## config.mk

```make
export PLATFORM = sky130hd
export DESIGN_NAME = psum_acc_sched_flat
export DESIGN_NICKNAME = d
export VERILOG_FILES = /design/src/rtl/psum_acc_sched_pkg.sv /design/src/rtl/psum_acc_sched_if.sv /design/src/rtl/psum_lane_acc.sv /design/src/rtl/psum_acc_sched.sv /design/src/flat_wrapper.sv
export SDC_FILE = /design/constraint.sdc
export NUM_CORES = 1
export LEC_CHECK = 0
export CAP_MARGIN = 5
export CORE_ASPECT_RATIO = 0.5
export CORE_UTILIZATION = 48
export CTS_BUF_LIST = sky130_fd_sc_hd__clkbuf_4
export CTS_CLUSTER_SIZE = 24
export DETAILED_ROUTE_END_ITERATION = 7
export PLACE_DENSITY = 0.79
export REMOVE_ABC_BUFFERS = 1
export SLEW_MARGIN = 20
export SYNTH_ARGS = -nofsm -noshare
export SYNTH_HDL_FRONTEND = slang
export SYNTH_SLANG_ARGS = --single-unit
```

## constraint.sdc

```tcl
create_clock -name clk -period 3.38 [get_ports clk]
set_clock_uncertainty 0.1 [all_clocks]
set_input_delay 1.014 -clock clk [delete_from_list [all_inputs] [get_ports clk]]
set_output_delay 1.014 -clock clk [all_outputs]
set_load 0.01 [all_outputs]
```

## src/rtl/psum_acc_sched_pkg.sv

```systemverilog
// Shared types and constants for the partial-sum accumulate scheduler.
// PSUM_SAT_EN selects saturating lane adds (see psum_lane_acc).
package psum_acc_sched_pkg;

  localparam int unsigned LANES = 10;
  localparam int unsigned DW    = 20;
  localparam int unsigned CW    = 8;
  localparam int unsigned BW    = LANES * DW;

  typedef logic signed [DW-1:0] lane_t;

  // Lane 0 occupies the least significant bits.
  typedef struct packed {
    lane_t [LANES-1:0] lane;
  } psum_bus_t;

  typedef enum logic [1:0] {
    ST_IDLE  = 2'd0,
    ST_ACCUM = 2'd1,
    ST_DRAIN = 2'd2,
    ST_DONE  = 2'd3
  } state_e;

  localparam lane_t PSUM_MAX = {1'b0, {(DW-1){1'b1}}};
  localparam lane_t PSUM_MIN = {1'b1, {(DW-1){1'b0}}};

  // Clamp a DW+1 bit signed sum to the lane range.
  function automatic lane_t sat_clip(input logic [DW:0] wide);
    if (wide[DW] == wide[DW-1]) return lane_t'(wide[DW-1:0]);
    else if (wide[DW])          return PSUM_MIN;
    else                        return PSUM_MAX;
  endfunction

endpackage

```

## src/rtl/psum_acc_sched_if.sv

```systemverilog
// PE-side and writer-side valid/ready channels of the partial-sum scheduler.
interface psum_acc_sched_if;
  import psum_acc_sched_pkg::*;

  logic      pe_valid;
  logic      pe_ready;
  psum_bus_t pe_data;
  logic      out_valid;
  logic      out_ready;
  psum_bus_t out_data;

  // master: the scheduler; slave: the PE array and writer around it
  modport master (
    input  pe_valid, pe_data, out_ready,
    output pe_ready, out_valid, out_data
  );

  modport slave (
    output pe_valid, pe_data, out_ready,
    input  pe_ready, out_valid, out_data
  );

endinterface

```

## src/rtl/psum_lane_acc.sv

```systemverilog
// One partial-sum lane: load or accumulate; wraps, or saturates when PSUM_SAT_EN is defined.
module psum_lane_acc
  import psum_acc_sched_pkg::*;
(
  input  logic  clk,
  input  logic  rst,
  input  logic  load,
  input  logic  acc,
  input  lane_t din,
  output lane_t q
`ifdef PSUM_SAT_EN
  ,
  output logic  clip_c
`endif
);

  lane_t sum_c;

`ifdef PSUM_SAT_EN
  logic [DW:0] wide_c;

  always_comb begin
    wide_c = {q[DW-1], q} + {din[DW-1], din};
    clip_c = wide_c[DW] ^ wide_c[DW-1];
    sum_c  = sat_clip(wide_c);
  end
`else
  always_comb begin
    sum_c = q + din;
  end
`endif

  always_ff @(posedge clk) begin
    if (rst)       q <= '0;
    else if (load) q <= din;
    else if (acc)  q <= sum_c;
  end

endmodule

```

## src/rtl/psum_acc_sched.sv

```systemverilog
// Tile accumulation scheduler: passes per tile, drain over valid/ready, done after last tile.
// Optional PSUM_SAT_EN: saturating lanes plus sticky sat_flag port.
module psum_acc_sched
  import psum_acc_sched_pkg::*;
(
  input  logic              clk,
  input  logic              rst,
  input  logic              start,
  input  logic [CW-1:0]     num_pass,
  input  logic [CW-1:0]     num_tile,
  psum_acc_sched_if.master  io,
  output logic              busy,
  output logic              done
`ifdef PSUM_SAT_EN
  ,
  output logic              sat_flag
`endif
);

  state_e        state, state_n;
  logic [CW-1:0] pass_cnt, pass_n;
  logic [CW-1:0] tile_cnt, tile_n;
  logic [CW-1:0] np, np_n;
  logic [CW-1:0] nt, nt_n;
  logic          load_c, acc_c;
  lane_t         lane_q [LANES];

  always_ff @(posedge clk) begin
    if (rst) begin
      state    <= ST_IDLE;
      pass_cnt <= '0;
      tile_cnt <= '0;
      np       <= '0;
      nt       <= '0;
    end else begin
      state    <= state_n;
      pass_cnt <= pass_n;
      tile_cnt <= tile_n;
      np       <= np_n;
      nt       <= nt_n;
    end
  end

  // Next-state, counters and lane enables.
  always_comb begin
    state_n = state;
    pass_n  = pass_cnt;
    tile_n  = tile_cnt;
    np_n    = np;
    nt_n    = nt;
    load_c  = 1'b0;
    acc_c   = 1'b0;
    case (state)
      ST_IDLE: begin
        if (start) begin
          np_n    = (num_pass == '0) ? CW'(1) : num_pass;
          nt_n    = (num_tile == '0) ? CW'(1) : num_tile;
          pass_n  = '0;
          tile_n  = '0;
          state_n = ST_ACCUM;
        end
      end
      ST_ACCUM: begin
        if (io.pe_valid) begin
          load_c = (pass_cnt == '0);
          acc_c  = (pass_cnt != '0);
          if (pass_cnt == np - CW'(1)) begin
            pass_n  = '0;
            state_n = ST_DRAIN;
          end else begin
            pass_n = pass_cnt + CW'(1);
          end
        end
      end
      ST_DRAIN: begin
        if (io.out_ready) begin
          if (tile_cnt == nt - CW'(1)) begin
            tile_n  = '0;
            state_n = ST_DONE;
          end else begin
            tile_n  = tile_cnt + CW'(1);
            state_n = ST_ACCUM;
          end
        end
      end
      ST_DONE:  state_n = ST_IDLE;
      default:  state_n = ST_IDLE;
    endcase
  end

  // Handshake and status are pure decodes of the state register.
  assign io.pe_ready  = (state == ST_ACCUM);
  assign io.out_valid = (state == ST_DRAIN);
  assign busy         = (state != ST_IDLE);
  assign done         = (state == ST_DONE);

`ifdef PSUM_SAT_EN
  logic [LANES-1:0] clip_c;
`endif

  for (genvar i = 0; i < LANES; i++) begin : g_lane
    psum_lane_acc u_lane (
      .clk    (clk),
      .rst    (rst),
      .load   (load_c),
      .acc    (acc_c),
      .din    (io.pe_data.lane[i]),
      .q      (lane_q[i])
`ifdef PSUM_SAT_EN
      ,
      .clip_c (clip_c[i])
`endif
    );
  end

  always_comb begin
    io.out_data = '0;
    for (int i = 0; i < LANES; i++) io.out_data.lane[i] = lane_q[i];
  end

`ifdef PSUM_SAT_EN
  // Sticky per tile: the load beat starts a fresh tile.
  always_ff @(posedge clk) begin
    if (rst)                  sat_flag <= 1'b0;
    else if (load_c)          sat_flag <= 1'b0;
    else if (acc_c && |clip_c) sat_flag <= 1'b1;
  end
`endif

endmodule

```

## src/flat_wrapper.sv

```systemverilog
// flat-port wrapper written by rule: the top's interface ports become plain ports
module psum_acc_sched_flat import psum_acc_sched_pkg::*;
  (clk, rst, start, num_pass, num_tile, busy, done, io_pe_valid, io_pe_data, io_out_ready, io_pe_ready, io_out_valid, io_out_data);
  psum_acc_sched_if io_i ();
  input  logic clk;
  input  logic rst;
  input  logic start;
  input  logic [CW-1:0] num_pass;
  input  logic [CW-1:0] num_tile;
  output logic busy;
  output logic done;
  input wire logic [$bits(io_i.pe_valid)-1:0] io_pe_valid;
  input wire logic [$bits(io_i.pe_data)-1:0] io_pe_data;
  input wire logic [$bits(io_i.out_ready)-1:0] io_out_ready;
  output wire logic [$bits(io_i.pe_ready)-1:0] io_pe_ready;
  output wire logic [$bits(io_i.out_valid)-1:0] io_out_valid;
  output wire logic [$bits(io_i.out_data)-1:0] io_out_data;
  assign io_i.pe_valid = io_pe_valid;
  assign io_i.pe_data = io_pe_data;
  assign io_i.out_ready = io_out_ready;
  assign io_pe_ready = io_i.pe_ready;
  assign io_out_valid = io_i.out_valid;
  assign io_out_data = io_i.out_data;
  psum_acc_sched u_core (.clk(clk), .rst(rst), .start(start), .num_pass(num_pass), .num_tile(num_tile), .io(io_i), .busy(busy), .done(done));
endmodule
```

==> results.md <==
* DR pass1 iterations at 7
* Worst slew pin tran at 591 ps
* Residual DRC at 0
* Synth top area cells: dfxtp_1, ha_1, nand2_1
* Register area share after synthesis at 24.1%
* Yosys top cell area share at 24.1%
* HP Class: reg2reg
* Total number of vias at 22.6k
* Top FF cell, synth: dfxtp_1
* Vias in the first global route at 21.5k
* Clock latency on the worst-skew pair at 800 ps
* WHS Path Cells at 2
* Required @ worst endpoint at 3950 ps
* CP max stage delay at 590 ps
* Slowest CP cell: a2111oi_0
* Cell Pwr Density at 377 mW/mm²
* Initial antenna violation count at 9
* Setup violations, final at 0
* Stages on the worst setup path at 11
* Slew Limit Headroom at 59.6%
* Status: completed
* Total wire length at 67800 µm
* LEAKAGE at 0.0117 µW
* Gr usage total at 31.4%
* Share of cells above drive strength 1 at 15.0%
* Total chip power at 10400 µW
* TritonCTS clock tree: built
* Remaining global-route overflow at 0
* Max clock buf depth at 3
* Type of origin of the critical path: input port
* Flop2flop setup slack at 480 ps
* EDFF count, synth at 0
* Fin crit share at 96.3%
* P&R area growth vs syn at 41.7%
* Area of the mapped netlist at 0.0194 mm²
* Slew Limit Fails at 0
* Starting Density at 49.3%
* Vias per cell at 5.78
* Worst VDD drop at 0.000195 V
* H-tree level count at 2
* RSZ-0062 raised after global routing: false
* Post-detail-place hpwl at 51500 µm
* Worst Path Max Fanout at 2
* Worst path bufs/invs at 2
* Yosys cell types at 81
* CP Class: in2reg
* Ys Warns at 0
* Die X at 286 µm
* Top cell family by delay on the critical path: compound AO/OA/AOI/OAI gates
* Fmax at 307 MHz
* Die area at 0.0413 mm²
* Final Critical Period at 3250 ps
* Hold slack at 378 ps
* Root buffer cell: clkbuf_4
* Max_cap viols at 0
* Standard-cell rows at 51
* First-pass GRT wire length at 107000 µm
* RePlAce Congestion at 0.970
* TritonCTS buffer count at 59
* Crit path capture type: flop
* Core Area at 0.0394 mm²
* Syn Inst Count at 2604
* Share of synthesized registers carrying an async set or reset at 0%
* IO Count at 425
* Nets@finish at 3753
* Critical Path AT at 3830 ps
* Largest net degree at the start of global routing at 113
* Chip Height at 144 µm
* Port bufs at 424
* WL per Instance at 17.4 µm
* CTS Hold Buffers Added at 0
* Final hold violations at 0
* Register bit total from synthesis at 234
* DRT antenna net count at 0
* Initial DRC Count at 1479
* Cell taking the most area after synthesis: dfxtp_1
* Synthesized area per cell at 7.46 µm²
* Worst-case reg-to-reg path depth at 13
* Post-Route Utilization at 69.9%
* CTS Sinks at 234
* Fill count at 3234
* CP Cell Sequence: clkdlybuf4s50_1 > ha_1 > a21oi_1 > o21bai_1 > a2111oi_0 > buf_4 > nand4b_1 > a41oi_2 > mux2i_1 > nand2_1 > a32o_1
* Clk slew on worst S/H paths at 80 ps
==> state kept, by name (all words and copies together), names as in the netlist <==
register	count
u_core.g_lane.u_lane.q	200
u_core.np	8
u_core.nt	8
u_core.pass_cnt	8
u_core.tile_cnt	8
u_core.state	2
==> cells in the mapped netlist, drive strengths merged, types with 16 or more instances <==
cell type  count
dfxtp        234
a311oi        68
or3           28
a211oi        81
nand2        328
o21ai        182
and2          17
nor2         281
a21o          48
o21a          36
a21oi        222
nor4          16
a31oi         60
xnor2         88
ha           195
nand2b        23
and3          23
nor2b         32
inv           70
o211ai        19
nand3         88
nand3b        19
xor2          43
nor3          89
clkbuf       113
==> worst paths after layout <==
kind	startpoint	to
worst max-delay path	io_pe_data[132]	u_core.g_lane[6].u_lane.q[19]$_SDFFE_PP0P_
worst min-delay path	u_core.nt[7]$_SDFFE_PP0P_	u_core.nt[7]$_SDFFE_PP0P_
worst max register to register	u_core.g_lane[4].u_lane.q[0]$_SDFFE_PP0P_	u_core.g_lane[4].u_lane.q[18]$_SDFFE_PP0P_
worst min register to register	u_core.nt[7]$_SDFFE_PP0P_	u_core.nt[7]$_SDFFE_PP0P_
==> repair_timing <==
| item | 4_1_cts | 5_1_grt |
|---|---|---|
| pin swaps | 0 | 3 |
| endpoints found under the setup margin | 2 | 11 |
| resized for setup | 3 | 12 |
| buffers inserted | 0 | 0 |
==> final cells by class <==
cell class / count / area, µm² / area share [%]
well taps: 530 / 663 / 2.41
inverters: 70 / 263 / 0.955
diodes: 12 / 30.0 / 0.109
repair buffers: 790 / 7160 / 26.0
clock buffers: 79 / 593 / 2.15
flip-flops and latches: 234 / 4690 / 17.0
multi-input cells: 2172 / 14100 / 51.1
clock inverters: 16 / 70.1 / 0.255
==> per-layer routing <==
metal	global-route usage [%]	share of wire, %	wire length [µm]
met1	37.0	42	28200
met2	54.3	48	32400
met5	0	0	0
met4	18.8	5.5	3710
met3	4.84	5.1	3480
==> report_power, final <==
part | switching, µW | internal [µW] | leakage [µW]
combinational | 2410 | 2300 | 0.00943
sequential | 236 | 3000 | 0.00191
clock | 1360 | 1070 | 0.000393
total | 4010 | 6360 | 0.0117
==> cells by family after synthesis <==
| group | count (synthesis) | share of synthesized area (%) |
|---|---|---|
| xor gates and xnor gates | 131 | 5.91 |
| and+or+nand+nor | 992 | 23.5 |
| AOI/OAI and AO/OA | 824 | 27.9 |
| muxes | 20 | 1.08 |
| DFF | 234 | 24.1 |
| buffers and inverters | 198 | 3.86 |
| adders and majority gates | 205 | 13.6 |
==> through the flow <==
| stage | TNS [ps] | setup WS, ps | area, µm² | instances |
|---|---|---|---|---|
| 6_report | 0 | 125 | 27500 | 3903 |
| 5_1_grt | 0 | 3.17 | 27500 | 3899 |
| 4_1_cts | 0 | 3.86 | 27500 | 3891 |
| 3_5_place_dp | -35890 | -745 | 26800 | 3796 |
| 3_3_place_gp | -30070 | -633 | 26800 | 3796 |
| 2_1_floorplan | -1181280 | -8070 | 18900 | 2476 |
==> placed cells by master (no fill, tap or decap), types with 11 or more instances in the layout <==
cell / count
clkdlybuf4s50_1: 423
buf_4: 353
nand2_1: 325
nor2_1: 278
dfxtp_1: 233
a21oi_1: 218
ha_1: 194
o21ai_0: 172
nor3_1: 89
nand3_1: 88
xnor2_1: 88
clkbuf_4: 79
a211oi_1: 78
inv_1: 69
a311oi_1: 68
a31oi_1: 58
a21o_1: 48
xor2_1: 43
o21a_1: 36
nor2b_1: 30
or3_1: 28
nand2b_1: 23
and3_1: 23
nand3b_1: 19
o211ai_1: 19
nor4_1: 16
and2_1: 15
mux2i_1: 13
buf_12: 13
diode_2: 12
nand4_1: 11
clkinv_1: 11
==> tightest hold or removal path, cell delays in order (launching register included) <==
cell and delay [ps]:
dfxtp_1 320, nand2_1 60, a21oi_1 50
Note: power is estimated with default switching activity, not from simulation.
